## config.mk

```make
export PLATFORM = sky130hd
export DESIGN_NAME = mac_operand_packer_flat
export DESIGN_NICKNAME = d
export VERILOG_FILES = /design/src/rtl/mac_operand_packer_pkg.sv /design/src/rtl/mac_operand_packer_if.sv /design/src/rtl/mac_operand_packer_lane_inserter.sv /design/src/rtl/mac_operand_packer.sv /design/src/flat_wrapper.sv
export SDC_FILE = /design/constraint.sdc
export NUM_CORES = 1
export LEC_CHECK = 0
export ABC_AREA = 1
export BUFFER_PORTS_ARGS = -buffer_cell sky130_fd_sc_hd__buf_2
export CORE_ASPECT_RATIO = 0.6
export CORE_MARGIN = 5
export CORE_UTILIZATION = 48
export CTS_CLUSTER_SIZE = 24
export DETAILED_ROUTE_END_ITERATION = 10
export HOLD_SLACK_MARGIN = 0.06
export PLACE_DENSITY = 0.77
export SYNTH_ARGS = -nofsm -noshare
export SYNTH_HDL_FRONTEND = slang
export SYNTH_SLANG_ARGS = --single-unit
```

## constraint.sdc

```tcl
create_clock -name clk -period 1.75 [get_ports clk]
set_input_delay 0 -clock clk [delete_from_list [all_inputs] [get_ports clk]]
set_output_delay 0 -clock clk [all_outputs]
set_load 0.02 [all_outputs]
```

## src/rtl/mac_operand_packer_pkg.sv

```systemverilog
// Shared types and lane geometry for the MAC operand packer and the decode stage.
// Lane 0 is the most significant lane of each 24-bit word.
package mac_operand_packer_pkg;

  typedef enum logic [1:0] {
    MODE_BF16 = 2'b00,
    MODE_FP8  = 2'b01,
    MODE_FP4  = 2'b10,
    MODE_INT4 = 2'b11
  } mode_e;

  typedef enum logic {
    ST_FILL = 1'b0,
    ST_FULL = 1'b1
  } state_e;

  localparam int unsigned WORD_W    = 24;
  localparam int unsigned ELEM_W    = 16;
  localparam int unsigned C_W       = 16;
  localparam int unsigned MAX_LANES = 6;

  localparam int unsigned BF16_LANE_W = 16;
  localparam int unsigned FP8_LANE_W  = 8;
  localparam int unsigned FP4_LANE_W  = 4;

  // Bit offset of lane 0; lane k sits k lane-widths below it.
  localparam int unsigned BF16_LANE0_OFF = 0;
  localparam int unsigned FP8_LANE0_OFF  = 16;
  localparam int unsigned FP4_LANE0_OFF  = 20;

  function automatic logic [2:0] lanes_for_mode(input mode_e m);
    case (m)
      MODE_BF16: return 3'd1;
      MODE_FP8:  return 3'd3;
      default:   return 3'd6;
    endcase
  endfunction

endpackage

```

## src/rtl/mac_operand_packer_if.sv

```systemverilog
// Operand stream in / packed word out bundle for the MAC operand packer.
// slave = packer side, master = producer/consumer side.
interface mac_operand_packer_if;
  import mac_operand_packer_pkg::*;

  logic [1:0]         cfg_mode;
  logic               in_valid;
  logic               in_ready;
  logic [ELEM_W-1:0]  in_a;
  logic [ELEM_W-1:0]  in_b;
  logic [C_W-1:0]     in_c;
  logic               in_last;
  logic               out_valid;
  logic               out_ready;
  logic [WORD_W-1:0]  A;
  logic [WORD_W-1:0]  B;
  logic [C_W-1:0]     C;
  logic [1:0]         mode;
  logic [MAX_LANES-1:0] lane_mask;

  modport slave (
    input  cfg_mode, in_valid, in_a, in_b, in_c, in_last, out_ready,
    output in_ready, out_valid, A, B, C, mode, lane_mask
  );

  modport master (
    output cfg_mode, in_valid, in_a, in_b, in_c, in_last, out_ready,
    input  in_ready, out_valid, A, B, C, mode, lane_mask
  );
endinterface

```

## src/rtl/mac_operand_packer_lane_inserter.sv

```systemverilog
// Combinational lane write: places one element into the selected lane of a
// staging word according to the precision mode.
module lane_inserter
  import mac_operand_packer_pkg::*;
(
  input  logic [WORD_W-1:0] word_in,
  input  logic [2:0]        lane,
  input  mode_e             mode,
  input  logic [ELEM_W-1:0] elem,
  output logic [WORD_W-1:0] word_out
);

  always_comb begin
    word_out = word_in;
    case (mode)
      MODE_BF16: begin
        if (lane == 3'd0)
          word_out[BF16_LANE0_OFF +: BF16_LANE_W] = elem[BF16_LANE_W-1:0];
      end
      MODE_FP8: begin
        for (int unsigned k = 0; k < 3; k++) begin
          if (32'(lane) == k)
            word_out[FP8_LANE0_OFF - k*FP8_LANE_W +: FP8_LANE_W] = elem[FP8_LANE_W-1:0];
        end
      end
      default: begin
        for (int unsigned k = 0; k < MAX_LANES; k++) begin
          if (32'(lane) == k)
            word_out[FP4_LANE0_OFF - k*FP4_LANE_W +: FP4_LANE_W] = elem[FP4_LANE_W-1:0];
        end
      end
    endcase
  end

endmodule

```

## src/rtl/mac_operand_packer.sv

```systemverilog
// Packs a stream of operand pairs into 24-bit A/B lane words (plus addend C)
// for the reconfigurable MAC decoder, with a valid/ready output and lane mask.
module mac_operand_packer
  import mac_operand_packer_pkg::*;
(
  input logic                 clk,
  input logic                 rst_n,
  mac_operand_packer_if.slave bus
);

  state_e               state_q, state_d;
  logic [2:0]           cnt_q, cnt_d;
  logic [WORD_W-1:0]    a_q, a_d, b_q, b_d;
  logic [C_W-1:0]       c_q, c_d;
  mode_e                mode_q, mode_d;
  logic [MAX_LANES-1:0] mask_q, mask_d;

  logic                 in_ready;
  logic                 accept;
  logic                 first;
  mode_e                eff_mode;
  logic [WORD_W-1:0]    a_base, b_base, a_ins, b_ins;

  // In FULL the counter is already 0, so an accept during retire is a first element.
  always_comb begin
    in_ready = (state_q == ST_FILL) || bus.out_ready;
    accept   = bus.in_valid && in_ready;
    first    = (cnt_q == 3'd0);
    eff_mode = first ? mode_e'(bus.cfg_mode) : mode_q;
    a_base   = first ? '0 : a_q;
    b_base   = first ? '0 : b_q;
  end

  lane_inserter u_ins_a (
    .word_in  (a_base),
    .lane     (cnt_q),
    .mode     (eff_mode),
    .elem     (bus.in_a),
    .word_out (a_ins)
  );

  lane_inserter u_ins_b (
    .word_in  (b_base),
    .lane     (cnt_q),
    .mode     (eff_mode),
    .elem     (bus.in_b),
    .word_out (b_ins)
  );

  always_comb begin
    state_d = state_q;
    cnt_d   = cnt_q;
    a_d     = a_q;
    b_d     = b_q;
    c_d     = c_q;
    mode_d  = mode_q;
    mask_d  = mask_q;

    if (accept) begin
      a_d = a_ins;
      b_d = b_ins;
      if (first) begin
        mode_d = eff_mode;
        c_d    = bus.in_c;
        mask_d = 6'b000001;
      end else begin
        mask_d = mask_q | (6'b000001 << cnt_q);
      end

      if ((cnt_q == lanes_for_mode(eff_mode) - 3'd1) || bus.in_last) begin
        cnt_d   = '0;
        state_d = ST_FULL;
      end else begin
        cnt_d   = cnt_q + 3'd1;
        state_d = ST_FILL;
      end
    end else if (state_q == ST_FULL && bus.out_ready) begin
      state_d = ST_FILL;
    end
  end

  always_ff @(posedge clk) begin
    if (!rst_n) begin
      state_q <= ST_FILL;
      cnt_q   <= '0;
      a_q     <= '0;
      b_q     <= '0;
      c_q     <= '0;
      mode_q  <= MODE_BF16;
      mask_q  <= '0;
    end else begin
      state_q <= state_d;
      cnt_q   <= cnt_d;
      a_q     <= a_d;
      b_q     <= b_d;
      c_q     <= c_d;
      mode_q  <= mode_d;
      mask_q  <= mask_d;
    end
  end

  assign bus.in_ready  = in_ready;
  assign bus.out_valid = (state_q == ST_FULL);
  assign bus.A         = a_q;
  assign bus.B         = b_q;
  assign bus.C         = c_q;
  assign bus.mode      = mode_q;
  assign bus.lane_mask = mask_q;

endmodule

```

## src/flat_wrapper.sv

```systemverilog
// flat-port wrapper written by rule: the top's interface ports become plain ports
module mac_operand_packer_flat import mac_operand_packer_pkg::*;
  (clk, rst_n, bus_cfg_mode, bus_in_valid, bus_in_a, bus_in_b, bus_in_c, bus_in_last, bus_out_ready, bus_in_ready, bus_out_valid, bus_A, bus_B, bus_C, bus_mode, bus_lane_mask);
  mac_operand_packer_if bus_i ();
  input logic clk;
  input logic rst_n;
  input wire logic [$bits(bus_i.cfg_mode)-1:0] bus_cfg_mode;
  input wire logic [$bits(bus_i.in_valid)-1:0] bus_in_valid;
  input wire logic [$bits(bus_i.in_a)-1:0] bus_in_a;
  input wire logic [$bits(bus_i.in_b)-1:0] bus_in_b;
  input wire logic [$bits(bus_i.in_c)-1:0] bus_in_c;
  input wire logic [$bits(bus_i.in_last)-1:0] bus_in_last;
  input wire logic [$bits(bus_i.out_ready)-1:0] bus_out_ready;
  output wire logic [$bits(bus_i.in_ready)-1:0] bus_in_ready;
  output wire logic [$bits(bus_i.out_valid)-1:0] bus_out_valid;
  output wire logic [$bits(bus_i.A)-1:0] bus_A;
  output wire logic [$bits(bus_i.B)-1:0] bus_B;
  output wire logic [$bits(bus_i.C)-1:0] bus_C;
  output wire logic [$bits(bus_i.mode)-1:0] bus_mode;
  output wire logic [$bits(bus_i.lane_mask)-1:0] bus_lane_mask;
  assign bus_i.cfg_mode = bus_cfg_mode;
  assign bus_i.in_valid = bus_in_valid;
  assign bus_i.in_a = bus_in_a;
  assign bus_i.in_b = bus_in_b;
  assign bus_i.in_c = bus_in_c;
  assign bus_i.in_last = bus_in_last;
  assign bus_i.out_ready = bus_out_ready;
  assign bus_in_ready = bus_i.in_ready;
  assign bus_out_valid = bus_i.out_valid;
  assign bus_A = bus_i.A;
  assign bus_B = bus_i.B;
  assign bus_C = bus_i.C;
  assign bus_mode = bus_i.mode;
  assign bus_lane_mask = bus_i.lane_mask;
  mac_operand_packer u_core (.clk(clk), .rst_n(rst_n), .bus(bus_i));
endmodule
```

==> results of run 1 <==
## area by class of cell
cell class                      count  area (um^2)  area share (%)
Clock inverter                      4         73.8            1.19
Inverter                           71          269            4.35
Timing Repair Buffer              196         1340            21.7
Sequential cell                    76         1530            24.7
Clock buffer                       11          243            3.92
Tap cell                          130          163            2.63
Multi-Input combinational cell    545         2570            41.6
## placed cells by master (no fill, tap or decap), types with 3 or more instances in the layout
cell type	Yosys	routed
a31oi_1	12	12
dfxtp_2	0	3
buf_4	5	32
nand2_1	234	233
o21ai_1	7	9
inv_2	5	7
clkbuf_16	0	11
nand2_4	1	3
buf_12	0	7
inv_1	64	62
dfxtp_1	76	73
a21oi_1	44	43
o21ai_0	106	104
nor2_2	3	3
nor2_1	67	66
nand4_1	8	8
ha_1	5	4
dlygate4sd3_1	0	27
buf_2	22	128
nand3_1	19	19
o211ai_1	12	12
o22ai_1	8	8
a41oi_1	12	12
## cell families (layout without fill, tap and decap cells)
kind of cell    count (synthesis)  count (layout)  share of synthesized area (%)
xor+xnor                        1               1                          0.191
flops                          76              76                           33.1
compound gates                202             202                           24.4
simple gates                  337             337                           29.3
buf+inv                       122             282                           11.7
fa+ha+maj                       5               5                           1.36
## path summary, 6_finish.rpt
kind,to,slack (ps),start
hold / removal,u_core.bus.A[9],70,bus_in_a[9]
setup reg to reg,u_core.cnt_q[2],9,u_core.cnt_q[1]
setup / recovery,u_core.cnt_q[2],9,u_core.cnt_q[1]
hold reg to reg,u_core.bus.lane_mask[5],440,u_core.bus.lane_mask[5]
## per-layer routing
layer  GRT usage, %  routed length [um]  vias up
met5              0                   0        -
met4           8.97                 372        0
met3           7.44                2420       65
met2           43.6                7300      424
met1           38.8                7050     2645
li1               -                   -     2756
## worst max-delay path, cell delays in order, from the launching register on
cell and delay [ps]:
dfxtp_2 320, inv_2 70, ha_4 180, inv_2 50
nor2_2 120, nand2_1 120, nand2_2 130, buf_4 130
nand3_1 70, nand3_1 90, nand2_1 60, nand2_1 120
nand2_2 100, nor2_1 130
## metrics by stage
step / TNS (ps) / area, um^2
finish: 0 / 6190
global route: -382 / 6190
CTS: 0 / 6090
detailed placement: -208 / 5500
global placement: 0 / 5500
floorplan: 0 / 4590
## power by group through the flow
stage	logic, W	registers, W	clock network (W)
floorplan	0.000832	0.00220	0
finish	0.00177	0.00199	0.00201
detailed placement	0.00160	0.00202	0
global placement	0.00157	0.00201	0
CTS	0.00165	0.00199	0.00203
global route	0.00191	0.00201	0.00211
## timing repair
item / in CTS / in global routing
hold buffers: 27 / 0
buffers inserted: 0 / 1
setup endpoints to repair: 17 / 53
gates cloned: 0 / 2
pin swaps: 0 / 3
gates resized for setup: 1 / 14
endpoints found under the hold margin: 26 / 0
==> results.yml, run 1 <==
placed_design:
  dp_hpwl_um: 11500
  gp_congestion: 0.929
  dp_cells: 988
  post-place-ws_ps: -40.8
  port_buffers: 128
clocking:
  root_buffer: "clkbuf_16"
  path_clk_slew_ps: 60
  cts_tree: "yes"
  cts.sinks: 76
  clock_path_buffers: 2
  clk_latency_ps: 340
  cts_made_buffers: 9
  htreeDepth: 3
critical_path:
  crit_type: "reg -> reg"
  crit_fanout: 5
  required_ps: 2020
  rr_worst_depth: 13
  endpoint_kind: "flop"
  worstPathArrival_ps: 2010
  worst_setup_path_start_kind: "flop"
synthesis:
  synthMostInstantiatedCell: "nand2_1"
  ys_warn_count: 0
  ys_ff_latch: 76
  synth.avg_cell_area_um2: 6.18
  synthArstFlopShare_pct: 0
  synth_top_flop_cell: "dfxtp_1"
  yosysSeqAreaShare_pct: 33.1
  syn_area_mm2: 0.00459
  synth.distinct_cells: 29
  yosys-top-cells-area: "dfxtp_1 33%, nand2_1 19%, o21ai_0 12%"
  yosysTopAreaCell: "dfxtp_1"
  synth_top_area_share_pct: 33.1
  syn_inst: 743
  synth_common_cells: "234 x nand2_1, 106 x o21ai_0, 76 x dfxtp_1"
  syn_nets: 803
  synth_edf_count: 0
cells_and_area:
  fin_cells: 1033
  utilization_pct: 66.8
  fin_nets: 959
  drive_above_1_share_pct: 23.0
  antenna_cells: 0
  fillers: 822
  area_delta_synth_final_pct: 34.7
job:
  maxCapViolations: 0
global_route:
  grt_max_degree: 53
  grt_pass1_wl_um: 26500
  antenna_found_initial: 0
  grt_overflow: 0
  track_usage_pct: 28.3
  first_global_vias: 5521
outcome:
  status: "finished, final reports clean"
power_and_ir_drop:
  power.density_mw_per_mm2: 932
  swShare_pct: 34.1
  power.switching_w: 0.00197
  total_power_w: 0.00577
  p_leak_nw: 3.05
  clkPwrFrac_pct: 34.8
  ir_drop_mv: 0.487
  p_seq_share_pct: 34.5
  p_int_w: 0.00380
  power_frac_comb_pct: 30.6
routing:
  routed_wl_um: 17100
  detail-route-antenna-nets: 0
  avgRoutedWirePerCell_um: 16.6
  routed-via-count: 5890
  dr.pass1.iters: 7
  post-route-drc-count: 0
  drtIter0Drc: 868
  vias_per_cell: 5.70
timing:
  period_needed_ps: 1740
  tightestPinTransition_ps: 519
  fmax_ghz: 0.574
  relSlewSlack_pct: 65.4
  finalSetupViolCount: 0
  timing.final.hold_violations: 0
  final.period_utilization_pct: 99.5
  fin_ws_ps: 8.58
  drv_slew: 0
  fin_skew_ps: 4.79
  hold_slack_ps: 68.1
  rsz0062_at_grt: "true"
floorplan:
  die_area_mm2: 0.0117
  rows: 27
  die_h_um: 85.8
  core_area_mm2: 0.00926
  initial_utilization_pct: 49.6
  dieWidth_um: 136
  io_pins: 129
worst_hold_path:
  hold_path_class: "in -> reg"
  hold_depth: 5
Power figures use the tool's default switching activity.
==> run 2: changes to the inputs <==
- CORE_ASPECT_RATIO: 0.6 -> 0.8
- CORE_UTILIZATION: 48 -> 53
- PLACE_DENSITY: 0.77 -> 0.81
- clock period: 1.75 -> 1.9 ns (I/O delays scaled with it)
==> run 2 against run 1 <==
  * Via count fell by 3.6%
  * Sequential share of layout area grew 0.95 points
  * Critical endpoint is now u_core.bus.B[14]
  * Critical path depth is 2 lower
  * Critical path type unchanged
  * Wire length shrank 6.2%
  * Worst hold slack better by 2.5 ps
  * Largest cell class unchanged
  * Clock skew grew 4.6 ps
  * Utilization up 3.2 points
  * Count of clock-buffer cells in the layout shrank 1
  * Global-route usage increased by 0.94 points
  * Setup slack improved by 100 ps
  * Cell count fell by 2.1%
  * Flip-flop and latch count did not move
==> results.yml, run 2 (synthesis gave the netlist of run 1 again) <==
critical_path:
  required_ps: 2180
  crit_fanout: 32
  worstPathArrival_ps: 2070
  endpoint_kind: "flop"
  worst_setup_path_start_kind: "flop"
  crit_type: "reg -> reg"
placed_design:
  post-place-ws_ps: 51.1
  port_buffers: 128
  dp_hpwl_um: 11000
  gp_congestion: 0.961
clocking:
  clk_latency_ps: 360
  root_buffer: "clkbuf_8"
  path_clk_slew_ps: 90
  cts_tree: "yes"
  htreeDepth: 3
  cts.sinks: 76
  clock_path_buffers: 2
  cts_made_buffers: 9
timing:
  fin_skew_ps: 9.42
  rsz0062_at_grt: "true"
  period_needed_ps: 1790
  drv_slew: 0
  relSlewSlack_pct: 67.7
  timing.final.hold_violations: 0
  fin_setup_tns_ps: 0
  fmax_ghz: 0.559
  finalSetupViolCount: 0
  fin_ws_ps: 111
  final.period_utilization_pct: 94.2
  tightestPinTransition_ps: 483
power_and_ir_drop:
  p_seq_share_pct: 39.2
  p_int_w: 0.00291
  power.switching_w: 0.00175
  swShare_pct: 37.6
  p_leak_nw: 2.91
  ir_drop_mv: 0.517
  power_frac_comb_pct: 32.6
  power.density_mw_per_mm2: 784
  clkPwrFrac_pct: 28.2
global_route:
  grt_pass1_wl_um: 25300
  antenna_found_initial: 0
  grt_overflow: 0
  track_usage_pct: 29.2
  grt_max_degree: 39
  first_global_vias: 5181
routing:
  detail-route-antenna-nets: 0
  routed-via-count: 5679
  routed_wl_um: 16100
  post-route-drc-count: 0
  vias_per_cell: 5.62
  drtIter0Drc: 646
  avgRoutedWirePerCell_um: 15.9
  dr.pass1.iters: 6
floorplan:
  core_area_mm2: 0.00848
  die_h_um: 93.3
  initial_utilization_pct: 54.1
  rows: 30
  die_area_mm2: 0.0106
  io_pins: 129
  dieWidth_um: 114
cells_and_area:
  final_cell_mix: "233 x nand2_1, 128 x buf_2, 105 x o21ai_0"
  antenna_cells: 0
  fillers: 749
  final_common_cell: "nand2_1"
  drive_above_1_share_pct: 21.4
  fin_nets: 954
  area_delta_synth_final_pct: 29.4
outcome:
  status: "finished, final reports clean"
job:
  maxCapViolations: 0
worst_hold_path:
  hold_path_class: "in -> reg"
[run 2: changes by cell type in the layout (fill, tap and decap cells not counted), moves of 2 or more]
cell / before / now
buf_4: 32 / 21
clkbuf_16: 11 / 0
clkbuf_8: 1 / 10
dlygate4sd3_1: 27 / 34
clkinvlp_4: 0 / 4
buf_12: 7 / 4
dfxtp_1: 73 / 76
dfxtp_2: 3 / 0
buf_6: 0 / 2
inv_2: 7 / 5
inv_6: 0 / 2
[run 2: final cells by class]
cell class                 count  area (um^2)  area share, %
timing repair buffer         189         1240           20.9
clock inverter                 6         68.8           1.16
inverter                      71          273           4.59
multi-input combinational    545         2540           42.8
tap                          112          140           2.36
clock buffer                  10          138           2.32
timing repair inverter         2         15.0          0.253
sequential                    76         1520           25.6
[run 2: worst max-delay path: stages (launching register included)]
cell	delay [ps]
dfxtp_1	320
inv_1	70
ha_2	280
nand2_4	110
nand2_2	110
nand2_4	80
inv_2	100
nand2_1	90
inv_2	80
buf_12	180
nand2_1	80
a31oi_1	180
[run 2: power groups by stage]
stage | Sequential [W] | Clock, W | Combinational [W]
after floorplan | 0.00202 | 0 | 0.000766
after global placement | 0.00185 | 0 | 0.00139
after global routing | 0.00184 | 0.00140 | 0.00165
final | 0.00183 | 0.00132 | 0.00152
after CTS | 0.00182 | 0.00133 | 0.00148
after detailed placement | 0.00186 | 0 | 0.00142
[run 2: stage by stage]
| step | total power, W | cell area (um^2) | std cells | hold WS (ps) | util (%) |
|---|---|---|---|---|---|
| global placement | 0.00324 | 5350 | 958 | 221 | 63.1 |
| global route | 0.00489 | 5940 | 1011 | 88.2 | 70.0 |
| finish | 0.00466 | 5940 | 1011 | 70.6 | 70.0 |
| floorplan | 0.00279 | 4590 | 743 | 135 | - |
| detailed placement | 0.00327 | 5350 | 958 | 229 | 63.1 |
| CTS | 0.00462 | 5900 | 1008 | 66.9 | 69.5 |
[run 2: path summary, 6_finish.rpt]
| check | startpoint | depth (start not counted) | end | slack [ps] |
|---|---|---|---|---|
| max | u_core.cnt_q[0] | 11 | u_core.bus.B[14] | 110 |
| min | bus_in_a[4] | 5 | u_core.bus.A[12] | 70 |
| max reg2reg | u_core.cnt_q[0] | 11 | u_core.bus.B[14] | 110 |
| min reg2reg | u_core.bus.lane_mask[3] | 2 | u_core.bus.lane_mask[3] | 450 |
[run 2: timing repair]
item                                   CTS  global route
buffers inserted                         0             1
hold buffers                            34             0
gates resized for setup                  0             9
endpoints found under the hold margin   35             0
setup endpoints to repair                0            42
[run 2: routing by layer]
metal / share of wire [%] / routed length [um] / vias to the layer above / global-route usage, %
met3: 11 / 1790 / 48 / 7.50
met5: 0 / 0 / - / 0
met2: 47 / 7490 / 330 / 47.0
met4: 2.7 / 435 / 0 / 9.79
li1: - / - / 2734 / -
met1: 40 / 6360 / 2567 / 38.2
